==> src/rtl/ps2_rx_if.sv <==
// rtl/ps2_rx_if.sv - PS/2 line inputs and received-byte outputs of ps2_rx
interface ps2_rx_if;
    logic       i_ps2_clk;
    logic       i_ps2_data;
    logic [7:0] o_count;
    logic       o_ready;
    logic       o_error;

    modport master (
        input  i_ps2_clk,
        input  i_ps2_data,
        output o_count,
        output o_ready,
        output o_error
    );

    modport slave (
        output i_ps2_clk,
        output i_ps2_data,
        input  o_count,
        input  o_ready,
        input  o_error
    );
endinterface

==> src/rtl/ps2_rx.sv <==
// rtl/ps2_rx.sv - PS/2 device-to-host frame receiver with filtered clock and timeout
// Optional break-code suppression is enabled by defining PS2_BREAK_FILTER_EN.
module ps2_rx #(
    parameter int SYNC_STAGES    = 2,
    parameter int FILTER_LEN     = 8,
    parameter int TIMEOUT_CYCLES = 50000
) (
    input  logic      i_clk,
    input  logic      i_reset,
    ps2_rx_if.master  bus
);

    localparam int FLT_W = $clog2(FILTER_LEN + 1);
    localparam int TO_W  = $clog2(TIMEOUT_CYCLES + 1);

    typedef enum logic [2:0] {
        IDLE,
        DATA,
        PARITY,
        STOP,
        DONE
    } state_t;

    logic [SYNC_STAGES-1:0] clk_sync_q;
    logic [SYNC_STAGES-1:0] data_sync_q;
    logic                   clk_s;
    logic                   data_s;

    logic [FLT_W-1:0]       flt_cnt_q;
    logic                   filt_q;
    logic                   fall_tick;

    state_t                 state_q, state_d;
    logic [2:0]             bit_cnt_q, bit_cnt_d;
    logic [7:0]             shift_q, shift_d;
    logic                   parity_q, parity_d;
    logic [TO_W-1:0]        to_cnt_q, to_cnt_d;
    logic [7:0]             count_q, count_d;
    logic                   ready_q, ready_d;
    logic                   error_q, error_d;
    logic                   emit_q, emit_d;
    logic                   emit_ok;
    logic                   frame_ok;
`ifdef PS2_BREAK_FILTER_EN
    logic                   brk_q, brk_d;
`endif

    always_ff @(posedge i_clk or posedge i_reset) begin
        if (i_reset) begin
            clk_sync_q  <= '1;
            data_sync_q <= '1;
        end else begin
            clk_sync_q  <= {clk_sync_q[SYNC_STAGES-2:0], bus.i_ps2_clk};
            data_sync_q <= {data_sync_q[SYNC_STAGES-2:0], bus.i_ps2_data};
        end
    end

    assign clk_s  = clk_sync_q[SYNC_STAGES-1];
    assign data_s = data_sync_q[SYNC_STAGES-1];

    // The filtered clock only moves after FILTER_LEN consecutive samples disagree with it.
    always_ff @(posedge i_clk or posedge i_reset) begin
        if (i_reset) begin
            flt_cnt_q <= '0;
            filt_q    <= 1'b1;
            fall_tick <= 1'b0;
        end else begin
            fall_tick <= 1'b0;
            if (clk_s != filt_q) begin
                if (flt_cnt_q == FLT_W'(FILTER_LEN - 1)) begin
                    filt_q    <= clk_s;
                    flt_cnt_q <= '0;
                    fall_tick <= filt_q;
                end else begin
                    flt_cnt_q <= flt_cnt_q + 1'b1;
                end
            end else begin
                flt_cnt_q <= '0;
            end
        end
    end

`ifdef PS2_BREAK_FILTER_EN
    assign emit_ok = !brk_q && (shift_q != 8'hF0);
`else
    assign emit_ok = 1'b1;
`endif

    // Odd parity over the eight data bits plus the parity bit.
    assign frame_ok = data_s && (^{shift_q, parity_q});

    always_ff @(posedge i_clk or posedge i_reset) begin
        if (i_reset) begin
            state_q   <= IDLE;
            bit_cnt_q <= '0;
            shift_q   <= '0;
            parity_q  <= 1'b0;
            to_cnt_q  <= '0;
            count_q   <= '0;
            ready_q   <= 1'b0;
            error_q   <= 1'b0;
            emit_q    <= 1'b0;
        end else begin
            state_q   <= state_d;
            bit_cnt_q <= bit_cnt_d;
            shift_q   <= shift_d;
            parity_q  <= parity_d;
            to_cnt_q  <= to_cnt_d;
            count_q   <= count_d;
            ready_q   <= ready_d;
            error_q   <= error_d;
            emit_q    <= emit_d;
        end
    end

`ifdef PS2_BREAK_FILTER_EN
    always_ff @(posedge i_clk or posedge i_reset) begin
        if (i_reset) begin
            brk_q <= 1'b0;
        end else begin
            brk_q <= brk_d;
        end
    end
`endif

    always_comb begin
        state_d   = state_q;
        bit_cnt_d = bit_cnt_q;
        shift_d   = shift_q;
        parity_d  = parity_q;
        to_cnt_d  = to_cnt_q;
        count_d   = count_q;
        ready_d   = 1'b0;
        error_d   = 1'b0;
        emit_d    = emit_q;
`ifdef PS2_BREAK_FILTER_EN
        brk_d     = brk_q;
`endif

        case (state_q)
            IDLE: begin
                to_cnt_d  = '0;
                bit_cnt_d = '0;
                if (fall_tick && !data_s) begin
                    shift_d = '0;
                    state_d = DATA;
                end
            end
            DATA: begin
                if (fall_tick) begin
                    shift_d   = {data_s, shift_q[7:1]};
                    bit_cnt_d = bit_cnt_q + 3'd1;
                    if (bit_cnt_q == 3'd7) begin
                        state_d = PARITY;
                    end
                end
            end
            PARITY: begin
                if (fall_tick) begin
                    parity_d = data_s;
                    state_d  = STOP;
                end
            end
            STOP: begin
                if (fall_tick) begin
                    if (frame_ok) begin
                        // Byte lands on o_count a cycle ahead of the o_ready strobe.
                        emit_d  = emit_ok;
                        if (emit_ok) begin
                            count_d = shift_q;
                        end
                        state_d = DONE;
                    end else begin
                        error_d = 1'b1;
                        state_d = IDLE;
                    end
                end
            end
            DONE: begin
                ready_d  = emit_q;
                to_cnt_d = '0;
`ifdef PS2_BREAK_FILTER_EN
                brk_d    = !brk_q && (shift_q == 8'hF0);
`endif
                state_d  = IDLE;
            end
            default: begin
                state_d = IDLE;
            end
        endcase

        // Watchdog runs only while a frame is partially received.
        if ((state_q == DATA || state_q == PARITY || state_q == STOP) && !fall_tick) begin
            if (to_cnt_q == TO_W'(TIMEOUT_CYCLES - 1)) begin
                error_d  = 1'b1;
                shift_d  = '0;
                to_cnt_d = '0;
                state_d  = IDLE;
            end else begin
                to_cnt_d = to_cnt_q + 1'b1;
            end
        end else if (fall_tick) begin
            to_cnt_d = '0;
        end

`ifdef PS2_BREAK_FILTER_EN
        if (error_d) begin
            brk_d = 1'b0;
        end
`endif
    end

    assign bus.o_count = count_q;
    assign bus.o_ready = ready_q;
    assign bus.o_error = error_q;

endmodule

==> src/flat_wrapper.sv <==
// flat-port wrapper written by rule: the top's interface ports become plain ports
module ps2_rx_flat 
#(
    parameter int SYNC_STAGES    = 2,
    parameter int FILTER_LEN     = 8,
    parameter int TIMEOUT_CYCLES = 50000
)
  (i_clk, i_reset, bus_i_ps2_clk, bus_i_ps2_data, bus_o_count, bus_o_ready, bus_o_error);
  ps2_rx_if bus_i ();
  input  logic i_clk;
  input  logic i_reset;
  input wire logic [$bits(bus_i.i_ps2_clk)-1:0] bus_i_ps2_clk;
  input wire logic [$bits(bus_i.i_ps2_data)-1:0] bus_i_ps2_data;
  output wire logic [$bits(bus_i.o_count)-1:0] bus_o_count;
  output wire logic [$bits(bus_i.o_ready)-1:0] bus_o_ready;
  output wire logic [$bits(bus_i.o_error)-1:0] bus_o_error;
  assign bus_i.i_ps2_clk = bus_i_ps2_clk;
  assign bus_i.i_ps2_data = bus_i_ps2_data;
  assign bus_o_count = bus_i.o_count;
  assign bus_o_ready = bus_i.o_ready;
  assign bus_o_error = bus_i.o_error;
  ps2_rx #(.SYNC_STAGES(SYNC_STAGES), .FILTER_LEN(FILTER_LEN), .TIMEOUT_CYCLES(TIMEOUT_CYCLES)) u_core (.i_clk(i_clk), .i_reset(i_reset), .bus(bus_i));
endmodule
==> config.mk <==
export PLATFORM = sky130hd
export DESIGN_NAME = ps2_rx_flat
export DESIGN_NICKNAME = d
export VERILOG_FILES = /design/src/rtl/ps2_rx_if.sv /design/src/rtl/ps2_rx.sv /design/src/flat_wrapper.sv
export SDC_FILE = /design/constraint.sdc
export NUM_CORES = 1
export LEC_CHECK = 0
export ABC_AREA = 1
export CORE_MARGIN = 2
export CORE_UTILIZATION = 45
export DETAILED_ROUTE_END_ITERATION = 10
export HOLD_SLACK_MARGIN = 0.03
export PLACE_DENSITY_LB_ADDON = 0.1
export SYNTH_ARGS = -nofsm -noshare
export SYNTH_HDL_FRONTEND = slang
export SYNTH_SLANG_ARGS = --single-unit
==> constraint.sdc <==
create_clock -name i_clk -period 1.9 [get_ports i_clk]
set_input_delay 0.38 -clock i_clk [delete_from_list [all_inputs] [get_ports i_clk]]
set_output_delay 0.38 -clock i_clk [all_outputs]
set_load 0.01 [all_outputs]
==> flow_results.org, run 1 <==
** Synthesis
- Among all flip-flop cells after synthesis, the most frequent one is sky130_fd_sc_hd__dfrtp_1.
- The Yosys step of the flow raised 0 warnings.
- Yosys mapped a number of flops with a built-in enable equal to 0.
- Synthesis produced a netlist with a net count of between 300 and 400.
- The cell area that synthesis handed to floorplanning was 2620 um^2.
- A synthesized cell averages 8.12 um^2.
- Syn Inst Count :: ~320
- Count of distinct cell types in the synthesized netlist :: 30
- Seq cells post-synth :: 52
- For this run, the register share of the synthesized area comes to 0.499.
- Counting flops with an async set or reset pin after synthesis yields a share of 1.00.

** Pwr
- IR drop worst, VDD :: between 0.0003 and 0.0004 V
- Power Dens Cells :: ~660 nW/um^2
- Leakage dissipation :: between 1 and 1.5 nW

** CTS
- Root buffer cell :: sky130_fd_sc_hd__clkbuf_8
- Buffers added to address setup during post-CTS repair amount to 0.
- For this design, the CTS-stage hold fixing added 0 buffers.
- Number of gates resized after CTS :: 0
- At the later pin of the worst-skew pair, clock insertion delay measures just over 300 ps.
- Post-CTS clock slew at the launch and capture registers of the worst setup and hold paths :: approximately 100 ps
- TritonCTS created 5 clock buffers.
- CTS Sinks :: 52
- TritonCTS built the clock tree.
- Maximum count of clock buffers along a single path :: 2
- The H-tree was split into 2 levels.

** Timing
- Of the available clock period, the critical path in the final layout requires 0.857.
- The worst path meets setup with between 200 and 300 ps of slack.
- Setup repair after global routing left no endpoint under its margin.
- The max-slew violation count was 0.
- For this run, the top clock speed supported by timing is about 610 MHz.
- Worst-case clock skew :: around 7 ps
- At the pin with the least slew margin, the transition time is approximately 380 ps.
- Setup violations remaining at the end of the flow were counted as 0.
- Relative slew slack :: 0.743
- Setup total negative slack on the finished layout was measured at 0 ps.
- Subtracting the final worst setup slack from the clock period gives between 1500 and 2000 ps.
- Final number of hold-violating endpoints :: 0

** Job
- Number of max-cap violations :: 0

** Placed design
- Placer Congestion :: 0.817
- Detailed placement ended at an HPWL of between 3000 and 4000 um.
- During placement, the flow inserted port buffers numbering 13.
- Prior to clock tree synthesis, the placed netlist has a worst setup slack of around 280 ps.

** Cells and area
- Most common cell after layout, fill and taps aside :: sky130_fd_sc_hd__nand2_1
- Antenna diode count :: 0
- Ratio of cells with drive above 1 in the final layout :: 0.0980
- In the layout the commonest cells are sky130_fd_sc_hd__nand2_1, sky130_fd_sc_hd__inv_1, sky130_fd_sc_hd__dfrtp_1.
- The layout has ~530 filler cells.
- In the final layout, the multi-input gates occupy about 1100 um^2.
- Layout net count :: around 350
- Relative to the synthesized area, the layout overhead comes to 13.7%.
- In the final layout, flip-flops and latches occupy approximately 1300 um^2.

** Worst setup path
- Logic depth of the worst register-to-register path :: 8
- Launch point of the worst reg-to-reg path :: u_core.to_cnt_q[1]$_DFFE_PP0P_
- Data on the critical path arrives at its endpoint at 1820 ps.
- The worst register-to-register path has a setup slack of between 200 and 300 ps.
- Required arrival time at the worst endpoint :: approximately 2100 ps
- Delay contributed by the slowest stage of the critical path :: approximately 400 ps
- Counting stages on the worst path, the most repeated cell is sky130_fd_sc_hd__o21ai_0.
- Of all nets on the critical path, the largest fanout is 10.
- Walking the worst path, the cells encountered are ha_1 -> nand2_2 -> nor2_2 -> nand4_1 -> nor3_2 -> nor2_4 -> o21ai_0 -> o21ai_0.
- The critical path is of the flip-flop to flip-flop type.
- The slowest stage of the critical path is the sky130_fd_sc_hd__dfrtp_1 cell.
- Startpoint types :: flip-flop
- The worst setup path is captured at a flip-flop.
- Worst flop-to-flop path endpoint :: u_core.to_cnt_q[6]$_DFFE_PP0P_

** Detailed routing
- In this run the top signal layer used is met4.
- Sum of routed wire segments on met1 :: ~2600 um
- Summed over all nets, wire length on met2 after detailed routing comes to between 2000 and 2500 um.
- The first routing iteration left 94 violations.
- The routed layout has 2106 vias.
- Routed Wire Length :: between 5000 and 6000 um
- Detailed-route wire length per cell :: 12.0 um
- Wire segments on met3 add up to approximately 170 um in the final route.
- After detailed routing, the number of remaining DRC violations is 0.
- Dividing the detail-routed via count by the number of cells gives 5.03.
- For this run, the detailed router's first-pass iteration total came to 4.
- Antenna viol nets, final :: 0

** Global routing
- GR Util All Layers :: 0.181
- Largest net degree at the start of global routing :: 53
- Number of antenna violations at the first check in global routing :: 0
- The first global-routing pass estimated 9100 um of wire.
- The total overflow left after global routing is 0.
- Via count of the first global-routing pass :: around 2000

** Outcome
- The flow ran to the end, and the final reports show no timing, DRC or antenna violations.

** Floorplan
- Num rows :: 27
- Floorplan core area :: roughly 5600 um^2
- The floorplan step set the die height to approximately 80 um.
- 14 I/O pins were placed.
- The floorplan step defined a die boundary enclosing roughly 6500 um^2.
- Die width :: around 80 um
- The initial utilization of the core area, before any placement, comes to 0.470.

** Min path
- Hold EP :: u_core.clk_sync_q[1]$_DFF_PP1_
- The worst hold path belongs to the class flip-flop to flip-flop.
- Cell count of the worst hold path :: 0
- The worst hold path begins at u_core.clk_sync_q[0]$_DFF_PP1_.
how the worst max path moves through the flow:
stage                                         startpoint                                 to  slack, ps  cells past startpoint
after floorplan                                  i_reset    u_core.bit_cnt_q[0]$_DFFE_PP0P_        270                      1
after CTS                 u_core.to_cnt_q[1]$_DFFE_PP0P_        u_core.shift_q[6]$_DFF_PP0_        260                      8
final                     u_core.to_cnt_q[1]$_DFFE_PP0P_     u_core.to_cnt_q[6]$_DFFE_PP0P_        270                      8
after global placement       u_core.shift_q[1]$_DFF_PP0_  u_core.bus.o_count[3]$_DFFE_PP0P_        320                     10
after detailed placement  u_core.to_cnt_q[1]$_DFFE_PP0P_        u_core.shift_q[1]$_DFF_PP0_        280                      8
after global routing         u_core.shift_q[1]$_DFF_PP0_  u_core.bus.o_count[5]$_DFFE_PP0P_         40                     10
metal layers:
metal | up-vias | track usage
li1 | 1086 | -
met1 | 978 | 0.258
met2 | 35 | 0.273
met3 | 7 | 0.0382
met4 | 0 | 0.0644
met5 | - | 0
registers in the layout, indices dropped and copies added, names as in the netlist:
register            cells
u_core.state_q          3
u_core.emit_q           1
u_core.parity_q         1
u_core.data_sync_q      2
u_core.filt_q           1
u_core.shift_q          8
u_core.clk_sync_q       2
u_core.bit_cnt_q        3
u_core.bus.o_count      8
u_core.flt_cnt_q        4
u_core.bus.o_ready      1
u_core.bus.o_error      1
u_core.to_cnt_q        16
u_core.fall_tick        1
synthesized netlist by cell type (4+ instances only):
library cell | number | area share
sky130_fd_sc_hd__nand3_1 | 17 | 0.032
sky130_fd_sc_hd__nand4_1 | 14 | 0.033
sky130_fd_sc_hd__dfstp_2 | 5 | 0.050
sky130_fd_sc_hd__o21ai_0 | 13 | 0.025
sky130_fd_sc_hd__nor2_1 | 24 | 0.034
sky130_fd_sc_hd__ha_1 | 4 | 0.019
sky130_fd_sc_hd__o22ai_1 | 9 | 0.021
sky130_fd_sc_hd__a21oi_1 | 5 | 0.0095
sky130_fd_sc_hd__dfrtp_1 | 47 | 0.45
sky130_fd_sc_hd__nand2_1 | 93 | 0.13
sky130_fd_sc_hd__xor2_1 | 5 | 0.017
sky130_fd_sc_hd__inv_1 | 51 | 0.073
metrics by stage:
step	util	cell area [um^2]	std cells	total power, mW	hold WS (ps)
floorplan	-	2620	323	1.30	345
global placement	0.518	2890	411	1.33	346
detailed placement	0.518	2890	411	1.34	348
CTS	0.535	2980	419	2.00	363
global route	0.535	2980	419	2.07	371
finish	0.535	2980	419	1.96	361
worst max-delay path, delay by kind of cell, from the launching register on:
family	cells	cell delay (ps)
flip-flops	1	400
adder cells (fa/ha/maj)	1	190
AO/OA/AOI/OAI	2	190
AND/OR/NAND/NOR	5	720
power by group:
| group | switching (mW) | internal [mW] |
|---|---|---|
| logic | 0.0699 | 0.0504 |
| registers | 0.0348 | 1.16 |
| clock network | 0.388 | 0.262 |
area by class of cell:
class | count | share of cell area
Sequential cell | 52 | 0.439
Timing Repair Buffer | 19 | 0.0630
Multi-Input combinational cell | 216 | 0.372
Inverter | 52 | 0.0655
Clock inverter | 3 | 0.00798
Tap cell | 72 | 0.0302
Clock buffer | 5 | 0.0231
cells by family (layout without fill, tap and decap cells):
logic type               after synthesis  count (layout)  synth area share
AND/OR/NAND/NOR                      168             168             0.296
buffers and inverters                 55              79            0.0788
multiplexers                           1               1           0.00382
adder cells (fa/ha/maj)                4               4            0.0191
flip-flops                            52              52             0.499
AO/OA/AOI/OAI                         35              35            0.0764
XOR/XNOR                               8               8            0.0267
Note: power is estimated with default switching activity, not from simulation.
==> inputs of run 2 (changes only) <==
SETUP_SLACK_MARGIN = 0.3   (was not set)
TNS_END_PERCENT = 100   (was not set)
==> run 2 against run 1 <==
Non-clock buffer count up 11. Largest cell class unchanged. Register-to-register slack better by 30 ps. Critical path type unchanged. Critical endpoint unchanged. Clock skew up 3.8 ps. Worst setup slack better by 28 ps. First-iteration DRC count up 1.1%.
==> flow_results.org, run 2 (same netlist as run 1, synthesis figures left out) <==
** Detailed routing
- Average via count per standard cell :: 4.99
- DRT iter0 DRCs :: 95
- For this run, the detailed router's first-pass iteration total came to 4.
- In the routed design, unresolved DRC markers number 0.
- The detailed router placed 2155 vias in this run.
- Wires add up to ~5400 um.
- Once detail routing completed, the nets flagged for antenna violations numbered 0.
- After detailed routing, the average wire length per cell comes to between 10 and 15 um.

** Timing
- Max-slew violation total from the final report :: 0
- Final number of hold-violating endpoints :: 0
- Worst-margin pin slew :: approximately 390 ps
- Dividing the final minimum period by the clock period gives 0.842.
- Max Freq :: between 600 and 700 MHz
- Setup violations remaining at the end of the flow were counted as 0.
- Counting I/O delays and the setup requirement, the final critical path takes approximately 1600 ps.
- Accumulated negative setup slack :: 0 ps
- Setup repair after global routing could not meet its margin everywhere.
- Headroom to the max-slew limit came out at 0.742.
- Across the routed clock network, the largest skew measured is roughly 11 ps.

** Pwr
- IR drop worst, VDD :: 0.000410 V
- Internal power :: 1.61 mW
- Of the total power, the share spent switching nets is 0.227.
- Leakage dissipation :: approximately 1.7 nW
- The share of total power dissipated in the clock network is 0.368.
- In this run the power spent charging and discharging nets is about 470 uW.
- Of the total power, registers draw 0.571.
- In this run the power density over the cells is between 600 and 700 nW/um^2.
- Power share of the combinational group :: 0.060

** Worst setup path
- In this design, the stage delay of the slowest critical-path cell is around 400 ps.
- Data on the critical path arrives at its endpoint at ~1800 ps.
- Worst flop-to-flop path endpoint :: u_core.to_cnt_q[6]$_DFFE_PP0P_
- Data on the critical path is required at its endpoint by between 2000 and 2500 ps.
- STA classifies the critical path startpoint as a flip-flop.
- Origin of the worst setup path :: u_core.to_cnt_q[0]$_DFFE_PP0P_
- The critical path is of the flip-flop to flip-flop type.
- CP endpoint kind :: flip-flop
- On the critical path, the stage with the largest delay is an instance of sky130_fd_sc_hd__dfrtp_1.
- The startpoint identified for the worst register-to-register timing path is u_core.to_cnt_q[0]$_DFFE_PP0P_.
- Worst Path Max Fanout :: 5
- The critical path goes through ha_4 -> nand2_4 -> nor2_4 -> nand4_1 -> nor3_4 -> nor2_4 -> o21ai_1 -> o21ai_1.
- Critical path destination :: u_core.to_cnt_q[6]$_DFFE_PP0P_
- Logic depth of the worst register-to-register path :: 8
- Setup slack on the worst reg-to-reg path comes out at approximately 300 ps.

** Floorplan
- Floorplan core area :: ~5600 um^2
- Die area :: roughly 6500 um^2
- Die width :: about 80 um
- Boundary Pins :: 14
- The die is roughly 80 um tall.
- Num rows :: 27
- Starting Density :: 0.470

** Placed design
- Placer Congestion :: between 0.8 and 0.9
- Detailed placement ended at an HPWL of about 3700 um.
- Port Buffers :: 13

** CTS
- Counting the buffers created by CTS gives 5.
- CTS tree :: done
- Clock-pin slew was measured on the worst setup and hold paths at roughly 90 ps.
- The root buffer cell chosen for the clock tree is sky130_fd_sc_hd__clkbuf_8.
- H-tree levels :: 2
- At the later pin of the worst-skew pair, clock insertion delay measures 310 ps.
- In this run the deepest clock path goes through 2 buffers.
- The clock drives between 50 and 60 sinks.

** Cells and area
- From synthesis to final layout, the design area changed by 22.7%.
- Layout net count :: ~370
- Post-Route Utilization :: 0.577
- Filler instances :: 515
- The repair_antennas step left the layout with diodes totalling 0.
- Register with the most flip-flops :: u_core.to_cnt_q
- Flip-flop count of the largest register, all copies and words added :: 16
- The library cell used most frequently in the layout, excluding fill and tap cells, is sky130_fd_sc_hd__nand2_1.
- In the final layout, the share of cells above drive strength 1 is 0.161.
- The top cell types in the final layout, fill and taps aside, are sky130_fd_sc_hd__nand2_1, sky130_fd_sc_hd__inv_1, sky130_fd_sc_hd__dfrtp_1.

** Global routing
- Global-route wire length before repair :: approximately 9100 um
- Total congestion overflow :: 0
- GR Util All Layers :: 0.180
- Number of antenna violations at the first check in global routing :: 0
- The number of global-route vias before repair was between 2000 and 2500.
- Entering global routing, the biggest net connects 43 pins.

** Outcome
- The flow ran to the end, and the final reports show no timing, DRC or antenna violations.

** Job
- Across the run, the number of max-cap violations was 0.

** Min path
- Worst Hold Class :: input port to asynchronous set/reset pin
-- run 2: routing by layer --
| layer | share of wire | vias to the layer above | GRT usage |
|---|---|---|---|
| met5 | 0 | - | 0 |
| met4 | 0.0085 | 0 | 0.0475 |
| met3 | 0.041 | 4 | 0.0404 |
| met2 | 0.47 | 45 | 0.302 |
| met1 | 0.47 | 992 | 0.236 |
| li1 | - | 1114 | - |
-- run 2: final cells by class --
type | count | area, um^2 | share of cell area
Tap cell | 72 | 90.1 | 0.0280
Inverter | 52 | 199 | 0.0618
Timing Repair Buffer | 30 | 302 | 0.0937
Sequential cell | 52 | 1310 | 0.407
Clock inverter | 2 | 38.8 | 0.0121
Multi-Input combinational cell | 218 | 1210 | 0.375
Clock buffer | 6 | 72.6 | 0.0226
-- run 2: stage by stage --
step | std cells | power, mW | setup slack [ps] | area, um^2 | hold slack (ps)
after floorplan | 323 | 1.30 | 449 | 2630 | 345
after global placement | 412 | 1.33 | 321 | 2900 | 347
after detailed placement | 412 | 1.34 | 269 | 2900 | 347
after CTS | 422 | 2.11 | 290 | 3040 | 361
after global routing | 432 | 2.18 | 189 | 3220 | 366
final | 432 | 2.08 | 301 | 3220 | 360
-- run 2: power by group through the flow --
| stage | clock (mW) | combinational (mW) | sequential, mW |
|---|---|---|---|
| final | 0.765 | 0.125 | 1.19 |
| after global routing | 0.836 | 0.149 | 1.20 |
| after CTS | 0.795 | 0.129 | 1.19 |
| after detailed placement | 0 | 0.128 | 1.21 |
| after global placement | 0 | 0.126 | 1.21 |
| after floorplan | 0 | 0.0955 | 1.20 |
-- run 2: timing repair --
| action | 4_1_cts | 5_1_grt |
|---|---|---|
| resized for setup | 4 | 31 |
| setup endpoints to repair | 14 | 39 |
| hold buffers | 0 | 0 |
| cloned | 0 | 2 |
| buffers inserted | 2 | 8 |
| pin swaps | 2 | 11 |
-- run 2: worst min-delay path by stage --
stage / from / endpoint / slack [ps] / depth (start not counted)
floorplan: u_core.clk_sync_q[0]$_DFF_PP1_ / u_core.clk_sync_q[1]$_DFF_PP1_ / 350 / 0
global placement: u_core.clk_sync_q[0]$_DFF_PP1_ / u_core.clk_sync_q[1]$_DFF_PP1_ / 350 / 0
detailed placement: u_core.clk_sync_q[0]$_DFF_PP1_ / u_core.clk_sync_q[1]$_DFF_PP1_ / 350 / 0
CTS: u_core.clk_sync_q[0]$_DFF_PP1_ / u_core.clk_sync_q[1]$_DFF_PP1_ / 360 / 0
global route: u_core.data_sync_q[0]$_DFF_PP1_ / u_core.data_sync_q[1]$_DFF_PP1_ / 370 / 0
finish: i_reset / u_core.bus.o_ready$_DFF_PP0_ / 360 / 2
-- run 2: critical path, delay by kind of cell (launching register included) --
family | cells | cell delay [ps]
AOI/OAI and AO/OA | 2 | 160
adders and majority gates | 1 | 160
DFF | 1 | 400
and+or+nand+nor | 5 | 750
==> inputs of run 3 (changes only) <==
clock period = 1.5 ns   (was 1.9 ns; I/O delays follow)
==> run 3 against run 2 <==
First-iteration DRC count grew 26%. Via count grew 7.9%. Worst setup slack lost 290 ps. Largest cell class is now multi-input gates. Sequential share of layout area shrank 3.6 points. Global-route usage grew 0.93 points. Cell area grew 10%. Critical path depth grew 1.
==> flow_results.org, run 3 (same netlist as run 1, synthesis figures left out) <==
** CTS
- CTS Sinks :: 52
- Maximum count of clock buffers along a single path :: 2
- Counting the buffers created by CTS gives 5.
- Buffers inserted to repair hold after CTS numbered 0.
- TritonCTS built the clock tree.
- H-tree levels :: 2
- Root buffer cell :: sky130_fd_sc_hd__clkbuf_8
- After clock tree synthesis, the clock-pin slew on the worst setup and hold paths is about 90 ps.
- The later pin in the worst-skew pair is clocked with a latency of 310 ps.

** Placed design
- Port Buffers :: 13
- After detailed placement, the total cell area comes to between 2000 and 3000 um^2.
- At the end of routability-driven placement, the weighted congestion stood at slightly below 0.8.
- Final HPWL DP :: between 3000 and 4000 um
- Placed insts :: about 420

** Cells and area
- Ranked by flip-flop count, first place goes to u_core.to_cnt_q.
- The register with the most flip-flops in the layout has 16 of them.
- After routing the design area is approximately 3500 um^2.
- P&R area growth vs syn :: 35.0%
- For this run, the post-layout net count is roughly 390.
- Ratio of cells with drive above 1 in the final layout :: 0.393
- Leading cell types in the layout, fill and taps excluded :: sky130_fd_sc_hd__nand2_1, sky130_fd_sc_hd__dfrtp_1, sky130_fd_sc_hd__inv_1
- The count of cells in the finished layout, fillers not included, comes to about 460.
- Antenna diode count :: 0
- The library cell used most frequently in the layout, excluding fill and tap cells, is sky130_fd_sc_hd__nand2_1.

** Detailed routing
- Antenna viol nets, final :: 0
- The routed layout has approximately 2300 vias.
- Routed Wire Length :: 5820 um
- After detailed routing, the number of vias per cell comes to roughly 5.
- The first detailed-routing pass ran for 5 iterations.
- After the first detailed-routing iteration, the DRC count stood at 120.
- Number of DRC violations after detailed routing :: 0
- In the final routed layout, each cell accounts on average for around 13 um.

** Min path
- The worst hold path belongs to the class flip-flop to flip-flop.

** Worst setup path
- Delay contributed by the slowest stage of the critical path :: 410 ps
- Slowest-stage cell, CP :: sky130_fd_sc_hd__dfrtp_1
- Startpoint types :: flip-flop
- In this run the worst path has a maximum fanout of 5.
- The worst setup path is captured at a flip-flop.
- Most frequent cell on the critical path :: sky130_fd_sc_hd__nand2_4
- Worst Path Arrival :: between 1500 and 2000 ps
- Setup CP Type :: flip-flop to flip-flop
- Data on the critical path is required at its endpoint by roughly 1700 ps.
- Traced cell by cell, the critical path runs through ha_4 -> nand2_4 -> nor2_4 -> nand4_1 -> nor3_4 -> buf_6 -> nand2_4 -> nand2_1 -> inv_1.

** Timing
- Worst-case clock skew :: 10.8 ps
- Relative slew slack :: 0.808
- Max-slew violation total from the final report :: 0
- Tmin final :: 1490 ps
- Setup repair after global routing could not meet its margin everywhere.
- Setup violations remaining at the end of the flow were counted as 0.
- For the pin with the worst max-slew slack, the measured transition is 286 ps.
- Final number of hold-violating endpoints :: 0
- The tightest hold path in the finished design has a slack of between 300 and 400 ps.
- Of the available clock period, the critical path in the final layout requires 0.993.
- For this run, the top clock speed supported by timing is 671 MHz.

** Pwr
- Across the VDD grid, the largest voltage drop is roughly 0.0004 V.
- Power Dens Cells :: around 700 nW/um^2
- Of the total power, the share spent switching nets is 0.237.
- Power share of the combinational group :: 0.067
- After layout, the design draws a total of roughly 2.5 mW.
- Leakage dissipation :: 1.74 nW
- The internal power of the cells totals around 1.9 mW.
- The share of total power dissipated in sequential elements is 0.602.
- In this run the power spent charging and discharging nets is between 500 and 600 uW.
- Of the total power, the clock network draws 0.331.

** Floorplan
- Measured along the x axis, the die boundary spans around 80 um.
- Num rows :: 27
- Floorplan core area :: between 5000 and 6000 um^2
- Die area :: approximately 6500 um^2
- Vert. Die Dim :: roughly 80 um
- Starting Density :: 0.470
- Boundary Pins :: 14

** Global routing
- Via count of the first global-routing pass :: ~2200
- Entering global routing, the biggest net connects 53 pins.
- The first global-routing pass estimated roughly 9600 um of wire.
- Global routing finished with a remaining overflow of 0.
- Number of antenna violations at the first check in global routing :: 0
- GR Util All Layers :: 0.190

** Job
- Max-cap violations in this run came to 0.

** Outcome
- Outcome :: finished, final reports clean
## run 3: metrics by stage
step,TNS [ps],util,setup WS (ps)
final,0,0.635,10.4
after global routing,-1890,0.635,-123
after CTS,0,0.596,13.8
after detailed placement,-355,0.535,-41.6
after global placement,0,0.535,12.0
after floorplan,0,-,66.7
## run 3: cell type report
| type | count | area (um^2) |
|---|---|---|
| Fill cell | 476 | 2040 |
| Multi-Input combinational cell | 218 | 1370 |
| Sequential cell | 52 | 1310 |
| Timing Repair Buffer | 56 | 449 |
| Inverter | 52 | 211 |
| Tap cell | 72 | 90.1 |
| Clock buffer | 7 | 86.3 |
| Clock inverter | 1 | 7.51 |
| Timing Repair inverter | 1 | 7.51 |
## run 3: worst max-delay path, delay by kind of cell, from the launching register on
| family | cells | cell delay [ps] |
|---|---|---|
| adder cells (fa/ha/maj) | 1 | 170 |
| buffers and inverters | 2 | 180 |
| flip-flops | 1 | 410 |
| AND/OR/NAND/NOR | 6 | 630 |
## run 3: final timing paths
| kind | from | end | slack (ps) | depth (start not counted) |
|---|---|---|---|---|
| worst max-delay path | u_core.to_cnt_q[0]$_DFFE_PP0P_ | u_core.shift_q[1]$_DFF_PP0_ | 10 | 9 |
| worst min-delay path | u_core.clk_sync_q[0]$_DFF_PP1_ | u_core.clk_sync_q[1]$_DFF_PP1_ | 360 | 0 |
| worst max register to register | u_core.to_cnt_q[0]$_DFFE_PP0P_ | u_core.shift_q[1]$_DFF_PP0_ | 10 | 9 |
| worst min register to register | u_core.clk_sync_q[0]$_DFF_PP1_ | u_core.clk_sync_q[1]$_DFF_PP1_ | 360 | 0 |
| max in group asynchronous | i_reset | u_core.clk_sync_q[1]$_DFF_PP1_ | 800 | 3 |
| min in group asynchronous | i_reset | u_core.bus.o_ready$_DFF_PP0_ | 400 | 3 |
## run 3: power by group through the flow
stage	Combinational, mW	Sequential (mW)	Clock [mW]
final	0.167	1.50	0.828
after global routing	0.202	1.51	0.917
after detailed placement	0.169	1.53	0
after CTS	0.171	1.50	0.864
after floorplan	0.121	1.52	0
after global placement	0.163	1.53	0
## run 3: what timing repair did
action,CTS,global route
gates cloned,2,1
pin swaps,25,24
gates resized for setup,70,60
buffers inserted,22,9
hold endpoints to repair,0,0
setup endpoints to repair,49,41
## run 3: routing by layer
| layer | GRT usage | up-vias | share of wire |
|---|---|---|---|
| met3 | 0.0360 | 8 | 0.033 |
| li1 | - | 1178 | - |
| met5 | 0 | - | 0 |
| met2 | 0.323 | 36 | 0.51 |
| met4 | 0.0729 | 0 | 0.019 |
| met1 | 0.238 | 1104 | 0.43 |
